## src/rtl/sorter_frame_loader_if.sv

```systemverilog
// Stream-in / frame-out bundle for the sorter frame loader.
// The master side feeds elements; the slave side is the loader.
interface sorter_frame_loader_if #(
  parameter int DATAWIDTH = 8
);
  logic                 s_valid_i;
  logic                 s_ready_o;
  logic [DATAWIDTH-1:0] s_data_i;
  logic                 s_last_i;
  logic                 sign_ctrl_i;
  logic [DATAWIDTH-1:0] x_o [32];
  logic [5:0]           data_length_o;
  logic                 sign_ctrl_o;
  logic                 launch_o;
  logic                 split_o;
  logic [15:0]          frame_cnt_o;

  modport master (
    output s_valid_i, s_data_i, s_last_i, sign_ctrl_i,
    input  s_ready_o, x_o, data_length_o, sign_ctrl_o,
    input  launch_o, split_o, frame_cnt_o
  );

  modport slave (
    input  s_valid_i, s_data_i, s_last_i, sign_ctrl_i,
    output s_ready_o, x_o, data_length_o, sign_ctrl_o,
    output launch_o, split_o, frame_cnt_o
  );
endinterface

```

## src/rtl/sorter_frame_loader.sv

```systemverilog
// Collects a serial element stream into a 32-deep frame buffer and
// presents each frame to the sorter for exactly one launch cycle.
module sorter_frame_loader #(
  parameter int DATAWIDTH      = 8,
  parameter int MAX_DATALENGTH = 32
) (
  input logic                 clk_i,
  input logic                 rst_i,
  sorter_frame_loader_if.slave bus
);

  typedef enum logic [1:0] {
    INIT   = 2'd0,
    FILL   = 2'd1,
    LAUNCH = 2'd2
  } state_t;

  localparam logic [4:0] LAST_IDX = 5'(MAX_DATALENGTH - 1);

  state_t               state_q, state_d;
  logic [4:0]           count_q;
  logic [DATAWIDTH-1:0] x_q [MAX_DATALENGTH];
  logic [5:0]           len_q;
  logic                 sign_q;
  logic                 launch_q;
  logic                 split_q;
  logic [15:0]          fcnt_q;
  logic                 ready;
  logic                 beat;
  logic                 done;

  assign beat = bus.s_valid_i & ready;
  // Frame closes on an explicit last or when the buffer fills up.
  assign done = beat & (bus.s_last_i | (count_q == LAST_IDX));

  // State register.
  always_ff @(posedge clk_i or posedge rst_i) begin
    if (rst_i) state_q <= INIT;
    else       state_q <= state_d;
  end

  // Next-state logic: one bubble cycle after every frame.
  always_comb begin
    state_d = state_q;
    unique case (state_q)
      INIT:    state_d = FILL;
      FILL:    if (done) state_d = LAUNCH;
      LAUNCH:  state_d = FILL;
      default: state_d = INIT;
    endcase
  end

  // Output decode: only FILL accepts elements.
  always_comb begin
    ready = 1'b0;
    if (state_q == FILL) ready = 1'b1;
  end

  // Frame buffer, length counter and launch outputs.
  always_ff @(posedge clk_i or posedge rst_i) begin
    if (rst_i) begin
      count_q  <= '0;
      len_q    <= '0;
      sign_q   <= 1'b0;
      launch_q <= 1'b0;
      split_q  <= 1'b0;
      fcnt_q   <= '0;
      for (int i = 0; i < MAX_DATALENGTH; i++) x_q[i] <= '0;
    end else begin
      if (state_q == LAUNCH) begin
        len_q    <= '0;
        launch_q <= 1'b0;
        split_q  <= 1'b0;
      end
      if (beat) begin
        x_q[count_q] <= bus.s_data_i;
        count_q      <= count_q + 5'd1;
        if (count_q == 5'd0) sign_q <= bus.sign_ctrl_i;
      end
      if (done) begin
        len_q    <= 6'(count_q) + 6'd1;
        launch_q <= 1'b1;
        split_q  <= ~bus.s_last_i;
        fcnt_q   <= fcnt_q + 16'd1;
        count_q  <= '0;
      end
    end
  end

  assign bus.s_ready_o     = ready;
  assign bus.x_o           = x_q;
  assign bus.data_length_o = len_q;
  assign bus.sign_ctrl_o   = sign_q;
  assign bus.launch_o      = launch_q;
  assign bus.split_o       = split_q;
  assign bus.frame_cnt_o   = fcnt_q;

endmodule

```

## src/flat_wrapper.sv

```systemverilog
// flat-port wrapper written by rule: the top's interface ports become plain ports
module sorter_frame_loader_flat 
#(
  parameter int DATAWIDTH      = 8,
  parameter int MAX_DATALENGTH = 32
)
  (clk_i, rst_i, bus_s_valid_i, bus_s_data_i, bus_s_last_i, bus_sign_ctrl_i, bus_s_ready_o, bus_x_o, bus_data_length_o, bus_sign_ctrl_o, bus_launch_o, bus_split_o, bus_frame_cnt_o);
  sorter_frame_loader_if #(.DATAWIDTH(DATAWIDTH)) bus_i ();
  input logic clk_i;
  input logic rst_i;
  input wire logic [$bits(bus_i.s_valid_i)-1:0] bus_s_valid_i;
  input wire logic [$bits(bus_i.s_data_i)-1:0] bus_s_data_i;
  input wire logic [$bits(bus_i.s_last_i)-1:0] bus_s_last_i;
  input wire logic [$bits(bus_i.sign_ctrl_i)-1:0] bus_sign_ctrl_i;
  output wire logic [$bits(bus_i.s_ready_o)-1:0] bus_s_ready_o;
  output wire logic [$bits(bus_i.x_o)-1:0] bus_x_o;
  output wire logic [$bits(bus_i.data_length_o)-1:0] bus_data_length_o;
  output wire logic [$bits(bus_i.sign_ctrl_o)-1:0] bus_sign_ctrl_o;
  output wire logic [$bits(bus_i.launch_o)-1:0] bus_launch_o;
  output wire logic [$bits(bus_i.split_o)-1:0] bus_split_o;
  output wire logic [$bits(bus_i.frame_cnt_o)-1:0] bus_frame_cnt_o;
  assign bus_i.s_valid_i = bus_s_valid_i;
  assign bus_i.s_data_i = bus_s_data_i;
  assign bus_i.s_last_i = bus_s_last_i;
  assign bus_i.sign_ctrl_i = bus_sign_ctrl_i;
  assign bus_s_ready_o = bus_i.s_ready_o;
  assign bus_x_o = {>>{bus_i.x_o}};
  assign bus_data_length_o = bus_i.data_length_o;
  assign bus_sign_ctrl_o = bus_i.sign_ctrl_o;
  assign bus_launch_o = bus_i.launch_o;
  assign bus_split_o = bus_i.split_o;
  assign bus_frame_cnt_o = bus_i.frame_cnt_o;
  sorter_frame_loader #(.DATAWIDTH(DATAWIDTH), .MAX_DATALENGTH(MAX_DATALENGTH)) u_core (.clk_i(clk_i), .rst_i(rst_i), .bus(bus_i));
endmodule
```

## config.mk

```make
export PLATFORM = sky130hd
export DESIGN_NAME = sorter_frame_loader_flat
export DESIGN_NICKNAME = d
export VERILOG_FILES = /design/src/rtl/sorter_frame_loader_if.sv /design/src/rtl/sorter_frame_loader.sv /design/src/flat_wrapper.sv
export SDC_FILE = /design/constraint.sdc
export NUM_CORES = 1
export LEC_CHECK = 0
export CORE_MARGIN = 10
export CORE_UTILIZATION = 45
export CTS_BUF_LIST = sky130_fd_sc_hd__clkbuf_4
export CTS_CLUSTER_DIAMETER = 200
export DETAILED_ROUTE_END_ITERATION = 12
export PLACE_DENSITY = 0.84
export SLEW_MARGIN = 10
export SYNTH_ARGS = -nofsm -noshare
export SYNTH_HDL_FRONTEND = slang
export SYNTH_SLANG_ARGS = --single-unit
```

## constraint.sdc

```tcl
create_clock -name clk_i -period 11.37 [get_ports clk_i]
set_input_delay 1.7055 -clock clk_i [delete_from_list [all_inputs] [get_ports clk_i]]
set_output_delay 1.7055 -clock clk_i [all_outputs]
set_load 0.02 [all_outputs]
```

==> flow_summary.yaml, run 1 <==
layout:
  drive_gt1_share_pct: 36.45
  layout_common_cells: "clkdlybuf4s50_1 (294), dfrtp_1 (288), mux2_2 (237)"
  fin_util_pct: 62.33
  synthToLayoutAreaGrowth_pct: 36.67
  layout_commonest_cell: "clkdlybuf4s50_1"
  diodes: 0
  nNetsFinal: 1092
floorplanning:
  ioPinCount: 295
  die_h_um: 179.8
  fp.coreArea_um2: 25180
  floorplan.initialDensity_pct: 45.61
  die_w_um: 179.8
  rows: 58
  die_area_um2: 32310
sta:
  fmaxAchievable_mhz: 281.1
  setup_viol: 0
  final-hold-violation-count: 0
  slew_violations: 0
  rsz0062_at_grt: "no"
  period_minus_slack_ns: 3.558
  setup_tns_ns: 0
  finalClockSkew_ns: 0.03073
  fin_crit_sh_pct: 31.29
  tightest_slew_ns: 1.027
  slew_headroom_pct: 31.53
drt:
  drt_iter0_markers: 323
  wl_um: 31880
  ant_nets: 0
  wl_per_cell_um: 22.08
  vias: 7481
  via_per_inst: 5.181
  drc: 0
  dr.pass1.iters: 4
grt:
  overflow: 0
  antenna_found_initial: 0
  grt_pass1_wl_um: 49910
  grt_max_degree: 151
  grt_pass1_vias: 8294
  grt_util_all_layers_pct: 19.28
synthesis:
  ys_types: 45
  yosysWarnings: 0
  syn_inst: 728
  synth.largest_area_cell: "dfrtp_1"
  synthesis.area_um2: 11480
  synth_top_area_share_pct: 62.75
  synth.avg_cell_area_um2: 15.78
  synth_seq_cells: 288
  synth_flop_cell: "dfrtp_1"
  netlist_top_cells_area: "dfrtp_1 (63%), mux2_2 (23%), nor2_8 (2.1%), mux2_1 (2.0%), xnor2_1 (0.92%)"
  ys_seq_area_share_pct: 62.75
  synth-edff-count: 0
  synthArstFlopShare_pct: 100.0
  synth_nets: 747
power_and_ir_drop:
  p_seq_share_pct: 43.7
  intPower_mw: 2.025
  ir_worst_vdd_uv: 141.5
  finalPower_mw: 2.890
  combPwrFrac_pct: 25.0
  power_switching_mw: 0.8643
  powerDensity_nw_per_um2: 184.1
  switching_share_pct: 29.91
  p_leak_nw: 7.697
  clkPwrFrac_pct: 31.3
clocking:
  cts_setup_buffers: 0
  clkLatencyLatePin_ns: 0.63
  htree_levels: 3
  clock_tree.buffer_depth: 3
  path_clk_slew_ns: 0.07
  ctsResizeCount: 0
  cts_root_buffer: "clkbuf_4"
  clkSinkCount: 288
  cts_tree: "done"
  cts_made_buffers: 74
  postCtsHoldBufs: 0
setup_path:
  cp.required_ns: 9.66
  reg2reg_depth: 7
  critPathSlowestCell: "clkdlybuf4s50_1"
  reg2reg_to: "u_core.bus.frame_cnt_o[4]"
  crit_fanout: 5
  slowest_delay_ns: 0.60
  r2r_slack_ns: 8.84
  cp.arrival_ns: 1.85
  critPathCaptureType: "output pin"
  crit_type: "register to output pin"
  critPathBufInv: 1
  worstPathCellList: "and2b_2 -> clkdlybuf4s50_1"
  rr_startpoint: "u_core.count_q[0]"
  crit_family: "buffers and inverters"
  crit_path_start_kind: "register"
placed_design:
  dp_hpwl_um: 21480
  gp_congestion: 0.7848
  io_buffers: 294
run_status:
  outcome: "complete, no violations"
worst_hold_path:
  hold_path_class: "register to register"
  min_from: "u_core.bus.frame_cnt_o[15]"
  hold_end: "u_core.bus.frame_cnt_o[15]"
  min_path_cells: 1
job:
  drv_cap: 0
cell families after synthesis:
kind of cell             share of synthesized area, %
AND/OR/NAND/NOR                                 7.779
buffers and inverters                           1.645
XOR/XNOR                                        1.220
adder cells (fa/ha/maj)                        0.6536
multiplexers                                    25.20
flip-flops                                      62.75
AO/OA/AOI/OAI                                  0.7519
power by group through the flow:
stage | registers [mW] | logic (mW) | clock network, mW
3_3_place_gp | 1.27 | 0.715 | 0
3_5_place_dp | 1.28 | 0.730 | 0
2_1_floorplan | 1.43 | 0.202 | 0
5_1_grt | 1.28 | 0.763 | 0.984
6_report | 1.26 | 0.721 | 0.904
4_1_cts | 1.26 | 0.732 | 0.930
synth_stat cells (3+ instances only):
library cell / number
xor2_1: 4
o21ai_0: 8
clkbuf_1: 25
nor2_1: 3
and2_1: 3
and3_1: 4
nand2_1: 19
nand2_2: 16
nand2_4: 4
nand4_1: 4
xnor2_1: 12
buf_2: 7
nor2_4: 4
nor2_8: 12
ha_1: 6
buf_6: 3
nand3_1: 14
mux2_1: 20
dfrtp_1: 288
inv_1: 6
mux2_2: 237
state kept, by name, indices dropped and copies added (netlist names):
register and flops:
u_core.bus.x_o 256, u_core.bus.frame_cnt_o 16, u_core.bus.data_length_o 6, u_core.count_q 5, u_core.state_q 2, u_core.bus.launch_o 1
u_core.bus.sign_ctrl_o 1, u_core.bus.split_o 1
layout make-up:
cell class                 instances  area [um2]
inverter                           7       33.78
timing repair buffer             304        3018
sequential                       288        7207
multi-input combinational        398        4089
clock buffer                     104       780.7
fill                            1883        9485
tap                              330       412.9
clock inverter                    13       155.1
worst max-delay path by stage:
stage,startpoint,to,cells after the start
floorplan,rst_i,u_core.bus.data_length_o[0],1
global placement,rst_i,u_core.bus.x_o[190],3
detailed placement,rst_i,u_core.bus.x_o[190],3
CTS,u_core.state_q[1],bus_s_ready_o,2
global route,u_core.state_q[1],bus_s_ready_o,2
finish,u_core.state_q[1],bus_s_ready_o,2
layer usage:
layer  part of all wire [%]  global-route usage, %  vias to the layer above
li1                       -                      -                     3278
met1                     41                  22.82                     3842
met2                     47                  31.22                      307
met3                    9.7                  8.554                       54
met4                    1.9                  5.458                        0
met5                      0                      0                        -
stage by stage:
stage / setup slack (ns) / cell area (um2) / cells / hold slack, ns
floorplan: 1.716 / 11480 / 728 / 0.4711
global placement: 7.347 / 14760 / 1327 / 0.4624
detailed placement: 7.316 / 14760 / 1327 / 0.4677
CTS: 7.731 / 15700 / 1444 / 0.4820
global route: 7.697 / 15700 / 1444 / 0.5054
finish: 7.812 / 15700 / 1444 / 0.4767
No activity file was read; power rests on OpenSTA's default activity.
==> inputs of run 2 (changes only) <==
--- a/config.mk
+++ b/config.mk
@@ -10,7 +10,7 @@
 export CTS_BUF_LIST = sky130_fd_sc_hd__clkbuf_4
 export CTS_CLUSTER_DIAMETER = 200
 export DETAILED_ROUTE_END_ITERATION = 12
-export PLACE_DENSITY = 0.84
+export PLACE_DENSITY = 0.87
 export SLEW_MARGIN = 10
 export SYNTH_ARGS = -nofsm -noshare
 export SYNTH_HDL_FRONTEND = slang
==> constraint.sdc (replaced) <==
create_clock -name clk_i -period 2.95 [get_ports clk_i]
set_input_delay 0.4425 -clock clk_i [delete_from_list [all_inputs] [get_ports clk_i]]
set_output_delay 0.4425 -clock clk_i [all_outputs]
set_load 0.02 [all_outputs]
==> flow_summary.yaml, run 2 (synthesis gave the netlist of run 1 again) <==
drt:
  drt_iter0_markers: 321
  dr.pass1.iters: 4
  wl_um: 32680
  ant_nets: 0
  via_per_inst: 5.144
  drc: 0
  vias: 7526
  wl_per_cell_um: 22.34
floorplanning:
  floorplan.initialDensity_pct: 45.61
  die_area_um2: 32310
  fp.coreArea_um2: 25180
  rows: 58
  die_h_um: 179.8
  die_w_um: 179.8
  ioPinCount: 295
sta:
  rsz0062_at_grt: "no"
  holdWs_ns: 0.1179
  setup_viol: 0
  period_minus_slack_ns: 2.465
  finalClockSkew_ns: 0.05072
  final-hold-violation-count: 0
  fin_crit_sh_pct: 83.54
  fmaxAchievable_mhz: 405.8
  slew_violations: 0
  tightest_slew_ns: 0.7713
  slew_headroom_pct: 48.42
layout:
  instances_no_fill: 1463
  largest_reg_flops: 256
  layout_commonest_cell: "clkdlybuf4s50_1"
  synthToLayoutAreaGrowth_pct: 37.88
  nNetsFinal: 1102
  layout_common_cells: "clkdlybuf4s50_1 (294), dfrtp_1 (288), mux2_2 (237)"
  finalInstanceArea_um2: 15840
  nFillCells: 1882
  drive_gt1_share_pct: 37.19
job:
  drv_cap: 0
power_and_ir_drop:
  p_leak_nw: 7.771
  finalPower_mw: 11.22
  powerDensity_nw_per_um2: 708.7
  ir_worst_vdd_uv: 523.6
clocking:
  path_clk_slew_ns: 0.06
  cts_root_buffer: "clkbuf_4"
  cts_setup_buffers: 0
  clock_tree.buffer_depth: 3
  htree_levels: 3
  cts_tree: "done"
  clkSinkCount: 288
  clkLatencyLatePin_ns: 0.67
  ctsResizeCount: 0
  postCtsHoldBufs: 0
  cts_made_buffers: 76
setup_path:
  crit_type: "register to register"
  reg2reg_depth: 7
  cp.arrival_ns: 2.96
  r2r_slack_ns: 0.49
  cp.required_ns: 3.44
  crit_path_start_kind: "register"
  critPathCaptureType: "register"
  crit_fanout: 14
placed_design:
  io_buffers: 294
  dp.cells: 1335
  dp_hpwl_um: 22820
  gp_congestion: 0.8069
  post_dp_cell_area_um2: 14850
worst_hold_path:
  hold_path_class: "primary input to asynchronous set/reset pin"
grt:
  grt_util_all_layers_pct: 19.73
  grt_max_degree: 100
  antenna_found_initial: 1
  grt_pass1_vias: 8332
  overflow: 0
  grt_pass1_wl_um: 50650
run_status:
  outcome: "complete, no violations"
[run 2: layout make-up]
| cell class | count | area [um2] | area share [%] |
|---|---|---|---|
| diodes | 1 | 2.502 | 0.01580 |
| clock buffers | 110 | 825.8 | 5.215 |
| clock inverters | 17 | 152.6 | 0.9640 |
| inverters | 7 | 30.03 | 0.1896 |
| multi-input cells | 398 | 4089 | 25.82 |
| flip-flops and latches | 288 | 7207 | 45.51 |
| well taps | 330 | 412.9 | 2.607 |
| repair buffers | 312 | 3115 | 19.67 |
[run 2: worst paths after layout]
path	startpoint	to
min in group clk_i	bus_sign_ctrl_i	u_core.bus.sign_ctrl_o
min reg2reg	u_core.bus.x_o[152]	u_core.bus.x_o[152]
max reg2reg	u_core.count_q[0]	u_core.bus.data_length_o[3]
min	rst_i	u_core.bus.x_o[108]
max	u_core.count_q[0]	u_core.bus.data_length_o[3]
max in group asynchronous	rst_i	u_core.bus.x_o[158]
[run 2: per-layer routing]
metal / global-route usage [%] / share of wire [%] / vias to the layer above
met1: 22.27 / 39 / 3883
met3: 8.434 / 9.3 / 42
met4: 5.160 / 1.6 / 0
met2: 33.62 / 50 / 287
li1: - / - / 3314
met5: 0 / 0 / -
[run 2: stage by stage]
| step | TNS [ns] | utilization [%] | setup WS [ns] |
|---|---|---|---|
| 2_1_floorplan | -377.77 | - | -1.312 |
| 3_3_place_gp | 0 | 58.99 | 0.4947 |
| 3_5_place_dp | 0 | 58.99 | 0.3959 |
| 4_1_cts | 0 | 62.87 | 0.4917 |
| 5_1_grt | 0 | 62.88 | 0.3127 |
| 6_report | 0 | 62.88 | 0.4855 |
[run 2: critical path: stages, from the launching register on]
cell,delay (ns)
dfrtp_1,0.46
ha_1,0.34
and3_1,0.22
ha_1,0.23
o21ai_4,0.38
clkinv_1,0.38
a21oi_1,0.21
a31oi_1,0.06
[run 2: report_power, final]
group | switching (mW) | internal, mW | leakage (nW) | total [mW]
sequential | 0.364 | 4.50 | 3.90 | 4.86
clock | 1.57 | 1.97 | 0.578 | 3.54
combinational | 1.45 | 1.37 | 3.29 | 2.82
==> inputs of run 3 (changes only) <==
--- a/config.mk
+++ b/config.mk
@@ -10,7 +10,7 @@
 export CTS_BUF_LIST = sky130_fd_sc_hd__clkbuf_4
 export CTS_CLUSTER_DIAMETER = 200
 export DETAILED_ROUTE_END_ITERATION = 12
-export PLACE_DENSITY = 0.87
+export PLACE_DENSITY = 0.84
 export SLEW_MARGIN = 10
 export SYNTH_ARGS = -nofsm -noshare
 export SYNTH_HDL_FRONTEND = slang
==> constraint.sdc (replaced) <==
create_clock -name clk_i -period 2.5 [get_ports clk_i]
set_input_delay 0.375 -clock clk_i [delete_from_list [all_inputs] [get_ports clk_i]]
set_output_delay 0.375 -clock clk_i [all_outputs]
set_load 0.02 [all_outputs]
==> flow_summary.yaml, run 3 (synthesis gave the netlist of run 1 again) <==
run_status:
  outcome: "complete, no violations"
sta:
  rsz0062_at_grt: "no"
  fmaxAchievable_mhz: 447.0
  period_minus_slack_ns: 2.237
  tightest_slew_ns: 0.8117
  fin_crit_sh_pct: 89.49
  slew_headroom_pct: 45.89
  setup_viol: 0
  slew_violations: 0
  final-hold-violation-count: 0
  setup_tns_ns: 0
  finalClockSkew_ns: 0.04778
clocking:
  cts_root_buffer: "clkbuf_4"
  cts_setup_buffers: 0
  ctsResizeCount: 0
  clkLatencyLatePin_ns: 0.66
  postCtsHoldBufs: 0
  clock_tree.buffer_depth: 3
  clkSinkCount: 288
  cts_made_buffers: 77
  htree_levels: 3
  cts_tree: "done"
  path_clk_slew_ns: 0.06
grt:
  antenna_found_initial: 0
  grt_max_degree: 135
  grt_util_all_layers_pct: 19.50
  overflow: 0
  grt_pass1_wl_um: 49920
  grt_pass1_vias: 8233
power_and_ir_drop:
  powerDensity_nw_per_um2: 826.9
  p_leak_nw: 7.774
  ir_worst_vdd_uv: 592.2
drt:
  drc: 0
  wl_per_cell_um: 21.91
  vias: 7411
  dr.pass1.iters: 4
  drt_iter0_markers: 304
  wl_um: 32190
  via_per_inst: 5.045
  ant_nets: 0
layout:
  synthToLayoutAreaGrowth_pct: 37.75
  diodes: 0
  drive_gt1_share_pct: 37.05
  nNetsFinal: 1106
  instances_no_fill: 1469
  layout_common_cells: "clkdlybuf4s50_1 (293), dfrtp_1 (288), mux2_2 (237)"
  largest_reg_flops: 256
  fin_util_pct: 62.82
  layout_commonest_cell: "clkdlybuf4s50_1"
  finalInstanceArea_um2: 15820
floorplanning:
  fp.coreArea_um2: 25180
  rows: 58
  die_area_um2: 32310
  ioPinCount: 295
  die_h_um: 179.8
  die_w_um: 179.8
  floorplan.initialDensity_pct: 45.61
setup_path:
  crit_fanout: 5
  cp.required_ns: 2.12
  crit_type: "register to output pin"
  crit_path_start_kind: "register"
  critPathCaptureType: "output pin"
  cp.arrival_ns: 1.86
placed_design:
  post_dp_cell_area_um2: 14870
  gp_congestion: 0.8041
  io_buffers: 294
  dp_hpwl_um: 21930
  dp.cells: 1338
job:
  drv_cap: 0
worst_hold_path:
  hold_path_class: "primary input to asynchronous set/reset pin"
[run 3: metrics by stage]
stage	worst slack [ns]	hold WS, ns	total power, mW
after global routing	0.1351	0.05388	13.75
after global placement	0.2629	0.4627	9.082
after floorplan	-1.694	0.4711	7.423
final	0.2628	0.07517	13.08
after CTS	0.1983	0.03500	13.27
after detailed placement	0.2251	0.4633	9.175
[run 3: power breakdown]
| group | switching [mW] | internal, mW | leakage (nW) | total (mW) |
|---|---|---|---|---|
| registers | 0.410 | 5.31 | 3.90 | 5.72 |
| clock network | 1.86 | 2.18 | 0.565 | 4.04 |
| logic | 1.70 | 1.62 | 3.31 | 3.33 |
| total | 3.97 | 9.11 | 7.77 | 13.1 |
[run 3: per-layer routing]
metal	wire length [um]	GRT usage (%)	vias to the layer above
met5	0	0	-
met2	15550	32.23	266
li1	-	-	3303
met4	535	5.359	0
met3	2982	8.394	47
met1	13120	22.73	3795
[run 3: critical path: stages, from the launching register on]
cell and delay [ns]:
dfrtp_1 0.40, and2b_2 0.21, clkdlybuf4s50_1 0.60
[run 3: final timing paths]
check,start,endpoint,slack (ns),depth (start not counted)
hold reg to reg,u_core.bus.launch_o,u_core.bus.launch_o,0.48,2
min in group clk_i,bus_sign_ctrl_i,u_core.bus.sign_ctrl_o,0.35,2
max in group asynchronous,rst_i,u_core.bus.x_o[213],1.65,3
setup / recovery,u_core.state_q[1],bus_s_ready_o,0.26,2
setup reg to reg,u_core.count_q[0],u_core.bus.frame_cnt_o[6],0.29,8
hold / removal,rst_i,u_core.bus.frame_cnt_o[4],0.08,3
[run 3: final cells by class]
type                            instances  area (um2)
Clock buffer                          107       803.3
Clock inverter                         24       145.1
Tap cell                              330       412.9
Multi-Input combinational cell        398        4089
Timing Repair Buffer                  315        3133
Sequential cell                       288        7207
Inverter                                7       30.03
Fill cell                            1875        9361
